==> config.mk <==
export PLATFORM = sky130hd
export DESIGN_NAME = operand2_sequencer
export DESIGN_NICKNAME = d
export VERILOG_FILES = /design/src/rtl/operand2_sequencer.sv
export SDC_FILE = /design/constraint.sdc
export NUM_CORES = 1
export LEC_CHECK = 0
export ABC_AREA = 1
export ABC_CLOCK_PERIOD_IN_PS = 3560
export CORE_ASPECT_RATIO = 1.1
export CORE_MARGIN = 10
export CORE_UTILIZATION = 39
export DETAILED_ROUTE_END_ITERATION = 6
export GPL_ROUTABILITY_DRIVEN = 0
export PLACE_DENSITY_LB_ADDON = 0.12
export SETUP_SLACK_MARGIN = 0.4
export SLEW_MARGIN = 40
export SYNTH_ARGS = -nofsm -noshare
export SYNTH_HDL_FRONTEND = slang
export SYNTH_SLANG_ARGS = --single-unit
==> constraint.sdc <==
create_clock -name clk -period 3.56 [get_ports clk]
set_input_delay 0.356 -clock clk [delete_from_list [all_inputs] [get_ports clk]]
set_output_delay 0.356 -clock clk [all_outputs]
set_load 0.05 [all_outputs]
==> src/rtl/operand2_sequencer.sv <==
// Operand-2 sequencer: decodes the ARM operand-2 field, fetches Rm/Rs through a
// synchronous register-file port, drives the barrel shifter and registers its result.
module operand2_sequencer (
  input  logic        clk,
  input  logic        rst_n,
  input  logic        start,
  input  logic        flush,
  input  logic        imm,
  input  logic [11:0] op2,
  input  logic [31:0] pc,
  input  logic        c_flag,
  output logic        rf_re,
  output logic [3:0]  rf_addr,
  input  logic [31:0] rf_data,
  output logic [31:0] sh_base,
  output logic [7:0]  sh_amount,
  output logic        sh_rg,
  output logic [1:0]  sh_typ,
  output logic        sh_fc,
  input  logic [31:0] sh_operand,
  input  logic        sh_co,
  output logic [31:0] result,
  output logic        carry_out,
  output logic        done,
  output logic        busy
);

  localparam logic [2:0] S_IDLE  = 3'd0;
  localparam logic [2:0] S_RD_RM = 3'd1;
  localparam logic [2:0] S_RD_RS = 3'd2;
  localparam logic [2:0] S_WT    = 3'd3;
  localparam logic [2:0] S_EXEC  = 3'd4;

  logic [2:0]  state_q, state_d;
  logic [11:0] op2_q, op2_d;
  logic        imm_q, imm_d;
  logic        c_q, c_d;
  logic [31:0] pc_q, pc_d;
  logic [31:0] base_q, base_d;
  logic [7:0]  amt_q, amt_d;

  logic [31:0] sh_base_q;
  logic [7:0]  sh_amount_q;
  logic        sh_rg_q;
  logic [1:0]  sh_typ_q;
  logic        sh_fc_q;
  logic [31:0] result_q;
  logic        carry_q;
  logic        done_q;

  logic [3:0]  rm, rs;
  logic        reg_shift, rm_is_pc, rs_is_pc;
  logic [31:0] pc_plus8, pc_plus12;
  logic        enter_exec, exec_done;

  assign rm        = op2_q[3:0];
  assign rs        = op2_q[11:8];
  assign reg_shift = op2_q[4];
  assign rm_is_pc  = (rm == 4'd15);
  assign rs_is_pc  = (rs == 4'd15);
  // R15 reads see the pipeline PC: +8 normally, +12 when a shift register is also read.
  assign pc_plus8  = pc_q + 32'd8;
  assign pc_plus12 = pc_q + 32'd12;

  // NOTE: every combinationally assigned signal gets a default first so no path
  // through the case statement leaves it unassigned and infers a latch.
  always_comb begin
    state_d = state_q;
    op2_d   = op2_q;
    imm_d   = imm_q;
    c_d     = c_q;
    pc_d    = pc_q;
    base_d  = base_q;
    amt_d   = amt_q;
    case (state_q)
      S_IDLE: begin
        if (start) begin
          op2_d = op2;
          imm_d = imm;
          c_d   = c_flag;
          pc_d  = pc;
          if (imm) begin
            base_d  = {24'h0, op2[7:0]};
            amt_d   = {3'b0, op2[11:8], 1'b0};
            state_d = S_EXEC;
          end else begin
            state_d = S_RD_RM;
          end
        end
      end
      S_RD_RM: state_d = reg_shift ? S_RD_RS : S_WT;
      S_RD_RS: begin
        base_d  = rm_is_pc ? pc_plus12 : rf_data;
        state_d = S_WT;
      end
      S_WT: begin
        if (reg_shift) begin
          amt_d = rs_is_pc ? pc_plus12[7:0] : rf_data[7:0];
        end else begin
          base_d = rm_is_pc ? pc_plus8 : rf_data;
          amt_d  = {3'b0, op2_q[11:7]};
        end
        state_d = S_EXEC;
      end
      S_EXEC:  state_d = S_IDLE;
      default: state_d = S_IDLE;
    endcase
    if (flush) state_d = S_IDLE;
  end

  assign enter_exec = (state_d == S_EXEC);
  assign exec_done  = (state_q == S_EXEC) && !flush;

  // NOTE: all sequential state uses non-blocking assignments so every register
  // samples the pre-edge values of the others.
  always_ff @(posedge clk or negedge rst_n) begin
    if (!rst_n) begin
      state_q     <= S_IDLE;
      op2_q       <= '0;
      imm_q       <= 1'b0;
      c_q         <= 1'b0;
      pc_q        <= '0;
      base_q      <= '0;
      amt_q       <= '0;
      sh_base_q   <= '0;
      sh_amount_q <= '0;
      sh_rg_q     <= 1'b0;
      sh_typ_q    <= '0;
      sh_fc_q     <= 1'b0;
      result_q    <= '0;
      carry_q     <= 1'b0;
      done_q      <= 1'b0;
    end else begin
      state_q <= state_d;
      op2_q   <= op2_d;
      imm_q   <= imm_d;
      c_q     <= c_d;
      pc_q    <= pc_d;
      base_q  <= base_d;
      amt_q   <= amt_d;
      // Shifter inputs change only on entry to EXEC and hold between operations.
      if (enter_exec) begin
        sh_base_q   <= base_d;
        sh_amount_q <= amt_d;
        sh_rg_q     <= imm_d | op2_d[4];
        sh_typ_q    <= imm_d ? 2'b11 : op2_d[6:5];
        sh_fc_q     <= c_d;
      end
      if (exec_done) begin
        result_q <= sh_operand;
        carry_q  <= sh_co;
      end
      done_q <= exec_done;
    end
  end

  always_comb begin
    rf_re   = 1'b0;
    rf_addr = 4'd0;
    if (state_q == S_RD_RM) begin
      rf_addr = rm;
      rf_re   = !rm_is_pc;
    end else if (state_q == S_RD_RS) begin
      rf_addr = rs;
      rf_re   = !rs_is_pc;
    end
  end

  assign sh_base   = sh_base_q;
  assign sh_amount = sh_amount_q;
  assign sh_rg     = sh_rg_q;
  assign sh_typ    = sh_typ_q;
  assign sh_fc     = sh_fc_q;
  assign result    = result_q;
  assign carry_out = carry_q;
  assign done      = done_q;
  assign busy      = (state_q != S_IDLE);

endmodule

Word-level counts from Yosys, hierarchy flattened --
Index checks and enable logic that the tools add are counted.
Cells by class: reduce and logical (&&, ||, !) cells 7, mux-type cells 27, equality and inequality tests 7, bitwise logic cells 1, add/subtract/negate cells 2
Operator list (number):
- 32-bit two-way mux | 5
- 32-bit case mux with 3 select lines | 1
- 32-bit by 4-bit adder with 32-bit output, second input constant | 2
- 8-bit two-way mux | 4
- 8-bit case mux with 2 select lines | 1
- 7-bit two-way mux | 2
- 3-bit case mux with 4 select lines | 1
- 3-bit two-way mux | 3
- 4-bit == test, second input constant | 2
- 4-bit two-way mux | 2
- 1-bit two-way mux | 7
- 3-bit by 2-bit == test with 1-bit output, second input constant | 2
- 3-bit == test, second input constant | 2
- 3-bit by 1-bit == test with 1-bit output, second input constant | 1
- 1-bit logical NOT | 3
- 3-bit logical NOT | 1
- 3-bit nonzero test | 1
- 2-bit two-way mux | 1
- 2-bit AND reduction | 1
- 1-bit logical AND | 1
- 1-bit OR | 1
Word-level totals: bits of input ports 115, output and inout port bits 84, logic and storage cells 60, bits in registers 167

Longest topological paths before layout --
word-level depth 5, mapped depth 14, mapped depth without buffers 14

Worst setup path before layout --
No wires, ideal clock.
kind flip-flop to output port, start point reg state_q[1], end point out rf_addr[0], required time 3.204 ns, arrival time 1.808 ns, path buffers 0, path slack 1.396 ns, stages on the path, launching flop included 4, path through dfrtp_1 inv_1 nand3_1 o21ai_0
On the way: longest elaborated chain between the ends 3, elaborated cells on any way between the ends 4, those cells by class eq/ne: 2; mux: 2
RTL lines:
- start, declared | line 34 | logic [2:0] state_q, state_d;
- start signal, assigned | line 134 | state_q <= state_d;
- 3-bit by 2-bit == test with 1-bit output | line 163 | end else if (state_q == S_RD_RS) begin
- 4-bit two-way mux | line 163
- 4-bit two-way mux * | line 160 | if (state_q == S_RD_RM) begin
- end, declared | line 13 | output logic [3:0] rf_addr,
Mark *: on every way between the ends. The rest lies on a longest branch, timed or not.

Final worst setup path --
start point reg state_q[0], end point out rf_re
On the way: longest elaborated chain between the ends 3, elaborated cells on any way between the ends 4, those cells by class eq/ne: 2; mux: 2
RTL lines:
- 3-bit by 2-bit == test with 1-bit output | line 163
- 1-bit two-way mux | line 163
- 1-bit two-way mux * | line 160
- end, declared | line 12 | output logic rf_re,
Marked as above.

==> out/results.tsv <==
metric	value	unit
cts_setup_buffers	0	
grt_pass1_wl	46.1	mm
path_buf_inv	2	
ir_drop	483	µV
drc	0	
cts_buffers	17	
power_leakage	5.77	nW
grt-ovfl-total	0	
die_y	177	µm
wl_per_cell	17.2	µm
fin_crit_sh	85.5	%
cts_tree	built	
dr.pass1.iters	5	
synthArstFlopShare	100	%
slew_headroom	48.3	%
clock_path_buffers	2	
cts_max_level	4	
wl	28.7	mm
cp_max_fo	18	
drv_cap	0	
synth_edf_count	0	
synth_seq_cells	167	
worst_pin_slew	0.775	ns
drive_gt1_share	8.46	%
synthAdderAreaFrac	0.427	%
syn_to_final_growth	33.0	%
cp-start-kind	flip-flop	
die_area	28900	µm²
syn-cell-area	8780	µm²
track_usage	20.1	%
synth-warning-count	0	
synthSimpleGateAreaFrac	36.2	%
cts_num_sinks	167	
finalHoldViolCount	0	
start_util	39.7	%
synth_compound_area_share	8.70	%
clock_latency	0.43	ns
path_delay_family	buffers and inverters	
final_common_cell	nand2_1	
fmax	0.328	GHz
worstSetupPathType	reg -> out	
synth_top_family_by_area	simple AND/OR/NAND/NOR gates	
stdcell_area	11700	µm²
startpoint	state_q[0]$_DFF_PN0_	
ant_nets	0	
die_w	163	µm
p_per_area	840	nW/µm²
timing.setup.tns	0	ns
ioPinCount	199	
syn_avg_cell_area	7.53	µm²
num_rows	57	
drtIter0Drc	597	
cts_root_buf	clkbuf_16	
port-buffer-count	198	
synth.distinct_cells	44	
worstPathRequired	3.20	ns
synthMuxAreaShare	0.228	%
crit_chain	inv_2 > nand3_2 > o22ai_1 > clkdlybuf4s50_1	
antenna_found_initial	1	
synth_top_flop_cell	dfrtp_1	
fin_nets	1476	
rsz0062_at_grt	false	
period_needed	3.04	ns
yosysSeqAreaShare	47.6	%
r2r_start	state_q[0]$_DFF_PN0_	
hpwlAfterDp	21.2	mm
arrival	2.69	ns
finalSetupViolations	0	
path_clk_slew	0.07	ns
core	22100	µm²
synthXorXnorAreaFrac	0.698	%
mostFrequentLayoutCells	518 x nand2_1, 193 x clkdlybuf4s50_1, 167 x dfrtp_1, 81 x inv_1, 81 x o21ai_0	
grt_pass1_vias	8355	
clock_skew	0.00976	ns
slowest_stage	clkdlybuf4s50_1	
min_path_type	in -> async	
grt_max_degree	102	
dr_total_vias	8311	
endpoint_kind	primary output	
drv_slew	0	
outcome	finished clean	
viasPerCell	4.99	
critical_path.max_stage_delay	0.87	ns
postPlaceCellArea	11100	µm²
synth_fp_nets	1285	
synthCells	1167	
-- cells by family after synthesis --
group	after synthesis
AOI/OAI and AO/OA	137
xor gates and xnor gates	7
adders and majority gates	3
buffers and inverters	132
DFF	167
muxes	2
and+or+nand+nor	719
-- what timing repair did --
item | CTS | global route
endpoints found under the hold margin | 2 | 0
setup endpoints to repair | 0 | 4
resized for setup | 0 | 4
hold buffers | 1 | 0
-- synth_stat cells, drive strengths merged, types with 4 or more instances --
master	count	area (µm²)
nand2	531	2060
dfrtp	167	4180
inv	92	345
o21ai	89	449
nor2	84	482
nand3	77	450
a21oi	22	114
clkbuf	20	75.1
buf	19	114
nand4	11	68.8
or2	6	37.5
o2111ai	5	43.8
o211ai	5	37.5
nand3b	4	46.3
nor3	4	20.0
xor2	4	35.0
-- state kept, by name, indices dropped and copies added, names as in the netlist, 2 cells and up --
register / cells
base_q: 32
pc_q: 32
result: 32
sh_base: 32
op2_q: 12
amt_q: 8
sh_amount: 8
state_q: 3
sh_typ: 2
-- power by group --
| part | leakage [nW] | switching [mW] | internal, mW | total (mW) |
|---|---|---|---|---|
| registers | 2.13 | 0.595 | 2.70 | 3.30 |
| logic | 3.36 | 3.18 | 1.50 | 4.68 |
| clock network | 0.276 | 0.890 | 0.948 | 1.84 |
-- layer usage --
layer / GRT usage, % / up-vias / wire length (µm)
li1: - / 4080 / -
met1: 25.3 / 3927 / 12400
met2: 32.2 / 265 / 13500
met3: 5.47 / 39 / 2020
met4: 7.71 / 0 / 817
met5: 0 / - / 0
-- per-stage QoR --
stage	power, mW	hold WS (ns)	util, %	setup slack [ns]	std cells
2_1_floorplan	6.35	0.0604	-	1.40	1167
3_3_place_gp	7.98	0.453	50.0	0.979	1632
3_5_place_dp	8.03	0.453	50.0	0.945	1632
4_1_cts	9.91	0.441	52.7	0.484	1665
5_1_grt	10.5	0.393	52.8	0.422	1666
6_report	9.82	0.371	52.9	0.515	1667
-- final cells by class --
cell class / instances / area [µm²]
antenna: 1 / 2.50
clock buffer: 18 / 439
clock inverter: 14 / 140
fill: 2203 / 10400
inverter: 93 / 349
multi-input combinational: 868 / 4080
sequential: 167 / 4180
tap: 295 / 369
timing repair buffer: 211 / 2130
-- path summary, 6_finish.rpt --
| kind | end | slack [ns] | cells after the start |
|---|---|---|---|
| max | rf_re | 0.52 | 4 |
| min | pc_q[8]$_DFFE_PN0P_ | 0.37 | 2 |
| max reg2reg | sh_base[10]$_DFFE_PN0N_ | 1.16 | 10 |
| min reg2reg | result[24]$_DFFE_PN0P_ | 0.47 | 2 |
| max in group asynchronous | sh_base[31]$_DFFE_PN0N_ | 2.27 | 4 |
| min in group clk | pc_q[4]$_DFFE_PN0P_ | 0.45 | 3 |
Power figures use the tool's default switching activity.
